[src/rtl/kb_scr_link_pkg.sv]
// Shared definitions for the keyboard/screen link pair.
// Used by kb_scr_link and its CPU-side partner kb_scr_drv.
package kb_scr_link_pkg;

    localparam int LNK_W = 8;
    localparam int CNT_W = 5;

    localparam int SCR_REQ = 0;
    localparam int KB_ACK  = 1;
    localparam int KB_REQ  = 0;
    localparam int SCR_ACK = 1;

    typedef enum logic {
        RX_IDLE,
        RX_ACK
    } rx_state_e;

    typedef enum logic [1:0] {
        TX_IDLE,
        TX_SETUP,
        TX_REQ,
        TX_WAIT
    } tx_state_e;

endpackage

[src/rtl/kb_scr_link_fifo.sv]
// Circular byte FIFO with a registered head and wrap-bit pointers.
// Push while full is only accepted alongside a valid pop.
module link_byte_fifo
    import kb_scr_link_pkg::*;
#(
    parameter int DEPTH = 4
) (
    input  logic             Clock,
    input  logic             Reset_n,
    input  logic             i_push,
    input  logic [LNK_W-1:0] i_wdata,
    input  logic             i_pop,
    output logic [LNK_W-1:0] o_head,
    output logic             o_full,
    output logic             o_empty,
    output logic [CNT_W-1:0] o_count
);

    localparam int AW = $clog2(DEPTH);

    logic [AW:0]      r_wptr;
    logic [AW:0]      r_rptr;
    logic [LNK_W-1:0] r_mem [DEPTH];
    logic [LNK_W-1:0] r_head;

    logic             w_push_ok;
    logic             w_pop_ok;
    logic [AW:0]      w_rptr_nxt;
    logic [LNK_W-1:0] w_head_nxt;

    assign o_full  = (r_wptr[AW] != r_rptr[AW]) &&
                     (r_wptr[AW-1:0] == r_rptr[AW-1:0]);
    assign o_empty = (r_wptr == r_rptr);
    assign o_count = CNT_W'(r_wptr - r_rptr);
    assign o_head  = r_head;

    assign w_pop_ok   = i_pop && !o_empty;
    assign w_push_ok  = i_push && (!o_full || w_pop_ok);
    assign w_rptr_nxt = r_rptr + {{AW{1'b0}}, w_pop_ok};

    // The slot being written becomes the head when the FIFO is
    // otherwise empty after this cycle's pop.
    assign w_head_nxt =
        (w_push_ok && (r_wptr[AW-1:0] == w_rptr_nxt[AW-1:0])) ?
        i_wdata : r_mem[w_rptr_nxt[AW-1:0]];

    always_ff @(posedge Clock) begin
        if (w_push_ok) begin
            r_mem[r_wptr[AW-1:0]] <= i_wdata;
        end
    end

    always_ff @(posedge Clock or negedge Reset_n) begin
        if (!Reset_n) begin
            r_wptr <= '0;
            r_rptr <= '0;
            r_head <= '0;
        end else begin
            if (w_push_ok) begin
                r_wptr <= r_wptr + 1'b1;
            end
            r_rptr <= w_rptr_nxt;
            if (w_push_ok || w_pop_ok) begin
                r_head <= w_head_nxt;
            end
        end
    end

endmodule

[src/rtl/kb_scr_link.sv]
// Peripheral end of the keyboard/screen byte link: two four-phase
// req/ack channels, each buffered by a byte FIFO.
module kb_scr_link
    import kb_scr_link_pkg::*;
#(
    parameter int FIFO_DEPTH  = 4,
    parameter int SYNC_STAGES = 2
) (
    input  logic             Clock,
    input  logic             Reset_n,
    input  logic [LNK_W-1:0] lnk_data_i,
    input  logic [1:0]       lnk_ctrl_i,
    output logic [LNK_W-1:0] lnk_data_o,
    output logic [1:0]       lnk_ctrl_o,
    output logic [LNK_W-1:0] scr_byte,
    output logic             scr_valid,
    input  logic             scr_ready,
    input  logic [LNK_W-1:0] kb_byte,
    input  logic             kb_valid,
    output logic             kb_ready,
    output logic [CNT_W-1:0] scr_count,
    output logic [CNT_W-1:0] kb_count
);

    logic [1:0]       r_sync [SYNC_STAGES];
    rx_state_e        r_rx_state;
    rx_state_e        w_rx_nxt;
    tx_state_e        r_tx_state;
    tx_state_e        w_tx_nxt;
    logic             r_scr_ack;
    logic             r_kb_req;
    logic [LNK_W-1:0] r_lnk_data;
    logic             r_kb_en;

    logic             w_scr_req;
    logic             w_kb_ack;
    logic             w_scr_push;
    logic             w_scr_full;
    logic             w_scr_empty;
    logic             w_kb_push;
    logic             w_kb_pop;
    logic             w_kb_full;
    logic             w_kb_empty;
    logic             w_tx_load;
    logic [LNK_W-1:0] w_kb_head;

    // Only the control lines cross domains; data is qualified by req.
    always_ff @(posedge Clock or negedge Reset_n) begin
        if (!Reset_n) begin
            for (int i = 0; i < SYNC_STAGES; i++) begin
                r_sync[i] <= '0;
            end
        end else begin
            r_sync[0] <= lnk_ctrl_i;
            for (int i = 1; i < SYNC_STAGES; i++) begin
                r_sync[i] <= r_sync[i-1];
            end
        end
    end

    assign w_scr_req = r_sync[SYNC_STAGES-1][SCR_REQ];
    assign w_kb_ack  = r_sync[SYNC_STAGES-1][KB_ACK];

    always_ff @(posedge Clock or negedge Reset_n) begin
        if (!Reset_n) begin
            r_rx_state <= RX_IDLE;
            r_tx_state <= TX_IDLE;
        end else begin
            r_rx_state <= w_rx_nxt;
            r_tx_state <= w_tx_nxt;
        end
    end

    always_comb begin
        w_rx_nxt   = r_rx_state;
        w_scr_push = 1'b0;
        unique case (r_rx_state)
            RX_IDLE: begin
                if (w_scr_req && !w_scr_full) begin
                    w_rx_nxt   = RX_ACK;
                    w_scr_push = 1'b1;
                end
            end
            RX_ACK: begin
                if (!w_scr_req) begin
                    w_rx_nxt = RX_IDLE;
                end
            end
            default: w_rx_nxt = RX_IDLE;
        endcase
    end

    always_comb begin
        w_tx_nxt  = r_tx_state;
        w_tx_load = 1'b0;
        w_kb_pop  = 1'b0;
        unique case (r_tx_state)
            TX_IDLE: begin
                if (!w_kb_empty) begin
                    w_tx_nxt  = TX_SETUP;
                    w_tx_load = 1'b1;
                end
            end
            TX_SETUP: w_tx_nxt = TX_REQ;
            TX_REQ: begin
                if (w_kb_ack) begin
                    w_tx_nxt = TX_WAIT;
                    w_kb_pop = 1'b1;
                end
            end
            TX_WAIT: begin
                if (!w_kb_ack) begin
                    w_tx_nxt = TX_IDLE;
                end
            end
            default: w_tx_nxt = TX_IDLE;
        endcase
    end

    // Link outputs come straight from flops so the far side sees no glitches.
    always_ff @(posedge Clock or negedge Reset_n) begin
        if (!Reset_n) begin
            r_scr_ack  <= 1'b0;
            r_kb_req   <= 1'b0;
            r_lnk_data <= '0;
            r_kb_en    <= 1'b0;
        end else begin
            r_scr_ack <= (w_rx_nxt == RX_ACK);
            r_kb_req  <= (w_tx_nxt == TX_REQ);
            r_kb_en   <= 1'b1;
            if (w_tx_load) begin
                r_lnk_data <= w_kb_head;
            end
        end
    end

    always_comb begin
        lnk_ctrl_o          = '0;
        lnk_ctrl_o[KB_REQ]  = r_kb_req;
        lnk_ctrl_o[SCR_ACK] = r_scr_ack;
    end

    assign lnk_data_o = r_lnk_data;
    assign scr_valid  = !w_scr_empty;
    assign kb_ready   = r_kb_en && !w_kb_full;
    assign w_kb_push  = kb_valid && kb_ready;

    link_byte_fifo #(
        .DEPTH (FIFO_DEPTH)
    ) u_scr_fifo (
        .Clock   (Clock),
        .Reset_n (Reset_n),
        .i_push  (w_scr_push),
        .i_wdata (lnk_data_i),
        .i_pop   (scr_ready),
        .o_head  (scr_byte),
        .o_full  (w_scr_full),
        .o_empty (w_scr_empty),
        .o_count (scr_count)
    );

    link_byte_fifo #(
        .DEPTH (FIFO_DEPTH)
    ) u_kb_fifo (
        .Clock   (Clock),
        .Reset_n (Reset_n),
        .i_push  (w_kb_push),
        .i_wdata (kb_byte),
        .i_pop   (w_kb_pop),
        .o_head  (w_kb_head),
        .o_full  (w_kb_full),
        .o_empty (w_kb_empty),
        .o_count (kb_count)
    );

endmodule
[config.mk]
export PLATFORM = sky130hd
export DESIGN_NAME = kb_scr_link
export DESIGN_NICKNAME = d
export VERILOG_FILES = /design/src/rtl/kb_scr_link_pkg.sv /design/src/rtl/kb_scr_link_fifo.sv /design/src/rtl/kb_scr_link.sv
export SDC_FILE = /design/constraint.sdc
export NUM_CORES = 1
export LEC_CHECK = 0
export CAP_MARGIN = 30
export CORE_MARGIN = 2
export CORE_UTILIZATION = 44
export CTS_CLUSTER_DIAMETER = 50
export DETAILED_ROUTE_END_ITERATION = 10
export GPL_ROUTABILITY_DRIVEN = 0
export PLACE_DENSITY_LB_ADDON = 0.08
export SLEW_MARGIN = 40
export SYNTH_ARGS = -nofsm -noshare
export SYNTH_HDL_FRONTEND = slang
export SYNTH_SLANG_ARGS = --single-unit
[constraint.sdc]
create_clock -name Clock -period 3.5 [get_ports Clock]
set_clock_uncertainty 0.1 [all_clocks]
set_input_delay 0.7 -clock Clock [delete_from_list [all_inputs] [get_ports Clock]]
set_output_delay 0.7 -clock Clock [all_outputs]
set_load 0.005 [all_outputs]
# --- After elaboration in Yosys (flattened, before gate mapping) ---
# Memory sizes are Yosys's and may differ from the RTL's. A register that Yosys moved wholly into a read port is not among the register bits.
# Cells that the tools add are included.
word_totals:
  reg_bits: 29
  mem_bits_rw: 64
  output_inout_bits: 30
  wordCells: 66
  memories: 2
classes:
  add_sub_neg: 6
  eq_ne: 10
  n_mux: 16
  bitwise: 1
  n_reduce_logical: 20
mem_list:
  columns: ["memory", "words", "word_bits", "read_ports", "rd_ports_with_merged_regs", "write_ports", "line", "text"]
  rows:
  - ["u_kb_fifo.r_mem", 4, 8, 1, 1, 1, "kb_scr_link_fifo.sv:23", "logic [LNK_W-1:0] r_mem [DEPTH];"]
  - ["u_scr_fifo.r_mem", 4, 8, 1, 1, 1, "kb_scr_link_fifo.sv:23", null]
ops:
  columns: ["op", "count"]
  rows:
  - ["$mux W1", 11]
  - ["$logic_and A1 B1 Y1", 9]
  - ["$pmux W2 S4", 1]
  - ["$sub A3 B3 Y4", 2]
  - ["$add A3 B1 Y3", 2]
  - ["$add A3 B1 Y3 const B", 2]
  - ["$eq A2 B2 Y1 const B", 3]
  - ["$eq A3 B3 Y1", 2]
  - ["$logic_not A1 Y1", 6]
  - ["$mux W2", 3]
  - ["$eq A2 B2 Y1", 2]
  - ["$logic_or A1 B1 Y1", 4]
  - ["$eq A2 B1 Y1 const B", 1]
  - ["$logic_not A2 Y1", 1]
  - ["$ne A1 B1 Y1", 2]
  - ["$pmux W1 S2", 1]
  - ["$not A1 Y1", 1]

# --- Longest topological paths before layout ---
# Gate-level depths: netlist of run 1.
depth:
  word_depth: 9
  mapped_depth: 12
  ltp_nobuf: 10

# --- Hierarchy ---
# A second synthesis of run 1 with hierarchy kept.
hier_totals:
  hier_cells: 282
  hier_area_um2: 4783.3
by_module_without_submodules:
  columns: ["module", "n_inst", "cells_each", "area_each_um2", "seq_area_each_um2"]
  rows:
  - ["link_byte_fifo", 2, 120, 2074.5, 1311.3]
  - ["kb_scr_link", 1, 42, 634.4, 425.4]

# --- Worst setup path before layout of run 1 ---
# OpenSTA, ideal clock, no wires.
synth_timing:
  path_kind: "register to register"
  startpoint: "register u_kb_fifo.r_wptr[0]"
  endpoint: "register u_kb_fifo.r_head[0] (netlist: u_kb_fifo.o_head[0]) (read register of u_kb_fifo.r_mem)"
  setup_time_ps: 126
  arrival_time_ps: 2562
  required_time_ps: 3274
  path_slack_ps: 712
  stages_incl_launch_ff: 13
  n_path_buf: 2
  period_less_slack_ps: 2788
  cell_sequence: "dfrtp_1 -> inv_1 -> ha_1 -> and3_1 -> nor3_1 -> ha_1 -> ha_1 -> clkbuf_1 -> xnor2_1 -> and3_1 -> buf_2 -> mux2i_1 -> a21oi_1"
synth_via:
  elab_cells_between_ends: 12
synth_rtl:
  columns: ["item", "line", "text"]
  rows:
  - ["from (decl)", "kb_scr_link_fifo.sv:21", "logic [AW:0] r_wptr;"]
  - ["from (signal assigned)", "kb_scr_link_fifo.sv:60", "r_wptr <= r_wptr + 1'b1;"]
  - ["$eq A3 B3 Y1", "kb_scr_link_fifo.sv:33", "assign o_empty = (r_wptr == r_rptr);"]
  - ["$logic_not A1 Y1", "kb_scr_link_fifo.sv:37", "assign w_pop_ok = i_pop && !o_empty;"]
  - ["$logic_and A1 B1 Y1", "kb_scr_link_fifo.sv:37", null]
  - ["$add A3 B1 Y3", "kb_scr_link_fifo.sv:39", "assign w_rptr_nxt = r_rptr + {{AW{1'b0}}, w_pop_ok};"]
  - ["named net u_kb_fifo.w_rptr_nxt[1]", "kb_scr_link_fifo.sv:28", "logic [AW:0] w_rptr_nxt;"]
  - ["to (decl)", "kb_scr_link_fifo.sv:24", "logic [LNK_W-1:0] r_head;"]
# The timed path passes the listed nets, and every way through them passes these cells.
# A chain may end at the register's enable or synchronous reset.

# --- Worst setup path after layout of run 1 ---
layout_timing:
  startpoint: "register u_kb_fifo.r_wptr[0]"
  endpoint: "register u_kb_fifo.r_head[2] (netlist: u_kb_fifo.o_head[2]) (read register of u_kb_fifo.r_mem)"
# The elaborated chain is that of the path after synthesis.

==> results.yml, run 1 <==
status:
  status: "complete, no violations"
sta:
  tns_ns: 0
  hold_viol_final: 0
  fmax_ghz: 0.317
  fin_crit_ns: 3.16
  period_share: 0.902
  fin_ws_ns: 0.342
  slew_headroom: 0.516
  slew_violations: 0
  worst_pin_slew_ns: 0.722
  setup_viol: 0
  hold-worst-slack_ns: 0.261
  rsz0062_at_grt: "false"
final_layout:
  layout_common_cells: "64 x edfxtp_1, 50 x clkdlybuf4s50_1, 45 x dfrtp_1, 17 x ha_1, 14 x inv_1"
  final_nets: 369
  num_antenna_cells: 0
  n_fill_cell: 843
  final_common_cell: "edfxtp_1"
  drive_above_1_share: 0.126
  area_delta_synth_final_pct: 17.6
setup_path:
  reg2reg_to: "u_kb_fifo.o_head[2]"
  cp-startpoint: "u_kb_fifo.r_wptr[0]"
  critPathArrivalTime_ns: 3.30
  crit_required_ns: 3.64
  crit_top_cell: "ha_1"
  path_max_fanout: 10
  r2r-start: "u_kb_fifo.r_wptr[0]"
  crit_type: "reg -> reg"
  reg2reg_slack_ns: 0.34
  endpoint_kind: "flop"
  cpMaxStageDelayCell: "and3_1"
  endpoint: "u_kb_fifo.o_head[2]"
  path_cells: "inv_1 -> ha_1 -> and3_1 -> nor3_1 -> ha_1 -> ha_1 -> xnor2_1 -> and3_1 -> mux2i_1 -> a21oi_1"
  critPathMaxStageDelay_ns: 0.46
  start_kind: "flop"
  reg2regPathDepth: 10
clock_network:
  htree_levels: 3
  cts_setup_buffers: 0
  cts-root-buf: "clkbuf_8"
  cts.sinks: 109
  cts_buffer_depth: 2
  numCtsBuffers: 9
  cts_resized: 0
  cts_tree: "built"
  hold_buffers: 0
  clk_latency_ns: 0.36
  clk_pin_slew_ns: 0.11
drt:
  drtIter0Drc: 83
  ant_nets: 0
  vias: 2363
  firstDrtPassIters: 4
  drc_errors: 0
  wl_per_cell_um: 16.2
  wirelength_um: 7590
  vias_per_cell: 5.04
die:
  fp.dieArea_um2: 11300
  ios: 52
  chipWidth_um: 106
  num_rows: 37
  start_util: 0.450
  die_h_um: 106
  core-area_um2: 10200
run:
  maxCapViolations: 0
placed_design:
  pre_cts_slack_ns: 0.339
  dp_hpwl_um: 5290
  io_buffers: 51
grt:
  grt_max_degree: 31
  first_global_vias: 2476
  grtUsageTotal: 0.148
  antenna_found_initial: 0
  grt_first_pass_wirelength_um: 12800
  grt.overflow.total: 0
pwr:
  leakagePower_nw: 2.11
  max-vdd-ir-drop_mv: 0.432
  p_per_area_nw_per_um2: 910
synthesis:
  yosysSeqAreaShare: 0.662
  ys_warn_count: 0
  ys_types: 41
  avgSynthCellArea_um2: 16.6
  syn_inst: 277
  synth_nets: 318
  synth.cell_area_um2: 4600
  ys.flop_type: "edfxtp_1"
  synth_edf_count: 64
  async_flop_share: 0.413
  ys_ff_latch: 109
min_path:
  hp-class: "reg -> reg"
## how the worst min path moves through the flow
stage / depth (start not counted) / to / start
detailed placement: 0 / r_sync[1] / r_sync[3]
global placement: 0 / r_sync[0] / r_sync[2]
global route: 0 / r_sync[1] / r_sync[3]
finish: 0 / r_sync[0] / r_sync[2]
CTS: 0 / r_sync[0] / r_sync[2]
floorplan: 0 / r_sync[0] / r_sync[2]
## routing by layer
layer  share of wire  wire length, µm  global-route usage  vias up
met1            0.46             3470               0.195     1177
met2            0.50             3780               0.244       47
met4           0.011               86              0.0564        0
li1                -                -                   -     1132
met3           0.033              254              0.0294        7
met5               0                0                   0        -
## metrics by stage
step / instances / utilization / instance area [µm²] / power (mW)
after CTS: 469 / 0.529 / 5420 / 5.02
after floorplan: 277 / - / 4600 / 3.44
after global placement: 453 / 0.510 / 5220 / 4.23
after global routing: 469 / 0.529 / 5420 / 5.31
after detailed placement: 453 / 0.510 / 5220 / 4.27
final: 469 / 0.529 / 5420 / 4.93
## area by class of cell
class | count | area [µm²] | share of cell area
clock inverters | 7 | 75.1 | 0.0139
inverters | 14 | 52.6 | 0.00970
clock buffers | 9 | 124 | 0.0229
well taps | 136 | 170 | 0.0314
multi-input cells | 141 | 1430 | 0.263
flip-flops and latches | 109 | 3050 | 0.563
repair buffers | 53 | 520 | 0.0961
## state kept, by name, indices dropped and copies added, names as in the netlist, 4 cells and up
| register | flops |
|---|---|
| lnk_data_o | 8 |
| r_sync | 4 |
| u_kb_fifo.o_head | 8 |
| u_kb_fifo.r_mem | 32 |
| u_scr_fifo.o_head | 8 |
| u_scr_fifo.r_mem | 32 |
## synth_stat cells, types with 2 or more instances
| cell type | instances | share of area |
|---|---|---|
| buf_2 | 4 | 0.0043 |
| inv_1 | 14 | 0.011 |
| mux2_2 | 8 | 0.020 |
| a22o_1 | 8 | 0.015 |
| and3_1 | 7 | 0.0095 |
| buf_4 | 4 | 0.0065 |
| fa_1 | 2 | 0.0087 |
| edfxtp_1 | 64 | 0.42 |
| o21ai_0 | 2 | 0.0022 |
| mux2i_1 | 8 | 0.017 |
| ha_1 | 17 | 0.046 |
| nor2b_1 | 2 | 0.0027 |
| nand2_1 | 4 | 0.0033 |
| nand4_1 | 2 | 0.0027 |
| nand3b_1 | 2 | 0.0033 |
| mux4_1 | 8 | 0.046 |
| xnor2_1 | 7 | 0.013 |
| xor2_1 | 4 | 0.0076 |
| nor3_1 | 2 | 0.0022 |
| mux4_2 | 8 | 0.039 |
| clkbuf_1 | 3 | 0.0024 |
| a21oi_1 | 10 | 0.011 |
| dfrtp_1 | 45 | 0.24 |
| and2_1 | 6 | 0.0082 |
| a21o_1 | 10 | 0.016 |
| nor2_1 | 11 | 0.0090 |
## cell families after synthesis
| kind of cell | share of synthesized area |
|---|---|
| DFF | 0.662 |
| and+or+nand+nor | 0.0557 |
| AOI/OAI and AO/OA | 0.0508 |
| muxes | 0.127 |
| buffers and inverters | 0.0283 |
| adders and majority gates | 0.0549 |
| xor gates and xnor gates | 0.0209 |
| other | 0.000814 |
## worst max-delay path, delay by kind of cell, from the launching register on
| kind | cells | cell delay [ns] |
|---|---|---|
| AOI/OAI and AO/OA | 1 | 0.08 |
| adders and majority gates | 3 | 0.90 |
| buffers and inverters | 1 | 0.12 |
| xor gates and xnor gates | 1 | 0.19 |
| and+or+nand+nor | 3 | 0.95 |
| DFF | 1 | 0.43 |
| muxes | 1 | 0.26 |
## report_power, final
part,total (mW),leakage (nW),switching (mW),internal (mW)
clock network,0.744,0.0985,0.461,0.284
registers,1.90,1.10,0.190,1.71
logic,2.28,0.906,0.972,1.31
Note: power is estimated with default switching activity, not from simulation.
==> run 2, diff against run 1 <==
--- a/config.mk
+++ b/config.mk
@@ -16,3 +16,4 @@
 export SYNTH_ARGS = -nofsm -noshare
 export SYNTH_HDL_FRONTEND = slang
 export SYNTH_SLANG_ARGS = --single-unit
+export TNS_END_PERCENT = 20
==> constraint.sdc (replaced) <==
create_clock -name Clock -period 2.7 [get_ports Clock]
set_clock_uncertainty 0.1 [all_clocks]
set_input_delay 0.54 -clock Clock [delete_from_list [all_inputs] [get_ports Clock]]
set_output_delay 0.54 -clock Clock [all_outputs]
set_load 0.005 [all_outputs]
==> run 2 against run 1 <==
Combinational power up 53%. Count of clock-buffer cells in the layout is 1 higher. Cell count up 5.5%. Non-clock buffer count rose by 26. Die area is the same. First-iteration DRC count is 12% higher. Critical path depth shrank 5. Largest power group unchanged. Critical endpoint is now scr_count[1]. Critical path type is now reg -> out. Sequential power grew 28%. Global-route usage up 0.44 points. Worst setup slack got worse by 0.27 ns.
==> results.yml, run 2 (synthesis results as in run 1) <==
status:
  status: "complete, no violations"
drt:
  wl_met2_um: 4220
  dr_wl_met3_um: 260
  vias_per_cell: 5.04
  wirelength_um: 8250
  drc_errors: 0
  drtIter0Drc: 93
  ant_nets: 0
  highest_layer: "met4"
  vias: 2497
  drt-met1-wl_um: 3650
  wl_per_cell_um: 16.7
  firstDrtPassIters: 4
sta:
  period_share: 0.972
  slew_violations: 0
  setup_viol: 0
  rsz0062_at_grt: "true"
  slew_headroom: 0.644
  hold_viol_final: 0
  fin_crit_ns: 2.63
  worst_pin_slew_ns: 0.533
  tns_ns: 0
  hold-worst-slack_ns: 0.255
  fmax_ghz: 0.381
grt:
  grt_max_degree: 32
  antenna_found_initial: 0
  grt_first_pass_wirelength_um: 12900
  grtUsageTotal: 0.152
  first_global_vias: 2537
  grt.overflow.total: 0
min_path:
  hp-class: "reg -> reg"
  min_from: "r_sync[3]"
  min_to: "r_sync[1]"
  hold_depth: 0
clock_network:
  clk_pin_slew_ns: 0.10
  numCtsBuffers: 9
  cts_tree: "built"
  cts.sinks: 109
  cts-root-buf: "clkbuf_8"
  htree_levels: 3
  clk_latency_ns: 0.37
  cts_buffer_depth: 2
run:
  maxCapViolations: 0
setup_path:
  reg2reg_slack_ns: 0.09
  endpoint_kind: "output pin"
  reg2regPathDepth: 7
  path_max_fanout: 4
  start_kind: "flop"
  critPathArrivalTime_ns: 1.99
  crit_required_ns: 2.06
  reg2reg_to: "u_scr_fifo.o_head[2]"
  crit_type: "reg -> out"
  r2r-start: "u_scr_fifo.r_wptr[1]"
die:
  die_h_um: 106
  start_util: 0.450
  ios: 52
  core-area_um2: 10200
  num_rows: 37
  chipWidth_um: 106
  fp.dieArea_um2: 11300
final_layout:
  final_nets: 395
  num_antenna_cells: 0
  final_common_cell: "edfxtp_1"
  drive_above_1_share: 0.203
  fin_area_um2: 5670
  fin_util: 0.554
  area_delta_synth_final_pct: 23.2
  layout_common_cells: "64 x edfxtp_1, 45 x clkdlybuf4s50_1, 45 x dfrtp_1, 23 x buf_4, 14 x ha_1"
placed_design:
  dp_hpwl_um: 5770
  placed_area_um2: 5400
  io_buffers: 51
pwr:
  max-vdd-ir-drop_mv: 0.469
  power_mw: 6.86
  p_per_area_nw_per_um2: 1210
  leakagePower_nw: 2.26
[run 2: cell type report]
type	count	area (µm²)
Sequential cell	109	3050
Multi-Input combinational cell	141	1470
Clock inverter	6	56.3
Inverter	14	55.1
Tap cell	136	170
Timing Repair Buffer	79	748
Fill cell	836	4560
Clock buffer	10	128
[run 2: repair_timing]
action	CTS	global route
resized for setup	6	11
endpoints found under the setup margin	7	20
buffers inserted	1	1
cloned	0	1
endpoints found under the hold margin	14	0
hold buffers	1	0
pin swaps	0	0
[run 2: stage by stage]
step                      worst slack (ns)  std cells
after floorplan                   -0.00285        277
after detailed placement            0.0158        475
final                               0.0748        495
after global placement              0.0445        475
after CTS                           0.0241        493
after global routing               -0.0226        495
[run 2: power by group]
group / internal, mW / switching (mW)
logic: 2.03 / 1.46
registers: 2.22 / 0.213
clock network: 0.356 / 0.579
[run 2: metal layers]
layer / vias up / GRT usage
met3: 10 / 0.0294
met5: - / 0
met2: 45 / 0.262
met4: 0 / 0.0564
li1: 1184 / -
met1: 1258 / 0.192
[run 2: worst max path at each step]
| stage | from | endpoint | slack (ns) |
|---|---|---|---|
| 2_1_floorplan | u_scr_fifo.r_wptr[0] | u_scr_fifo.o_head[6] | -0.003 |
| 3_3_place_gp | scr_ready | u_scr_fifo.o_head[6] | 0.04 |
| 3_5_place_dp | u_scr_fifo.r_rptr[0] | u_scr_fifo.o_head[6] | 0.02 |
| 4_1_cts | u_scr_fifo.r_rptr[0] | u_scr_fifo.o_head[6] | 0.02 |
| 5_1_grt | u_scr_fifo.r_rptr[2] | u_scr_fifo.o_head[6] | -0.02 |
| 6_report | u_scr_fifo.r_wptr[1] | scr_count[1] | 0.07 |
[run 2: critical path, cell delays in order (launching register included)]
cell             delay (ns)
dfrtp_1                0.44
buf_6                  0.16
inv_4                  0.07
fa_1                   0.41
inv_1                  0.06
clkdlybuf4s50_1        0.49
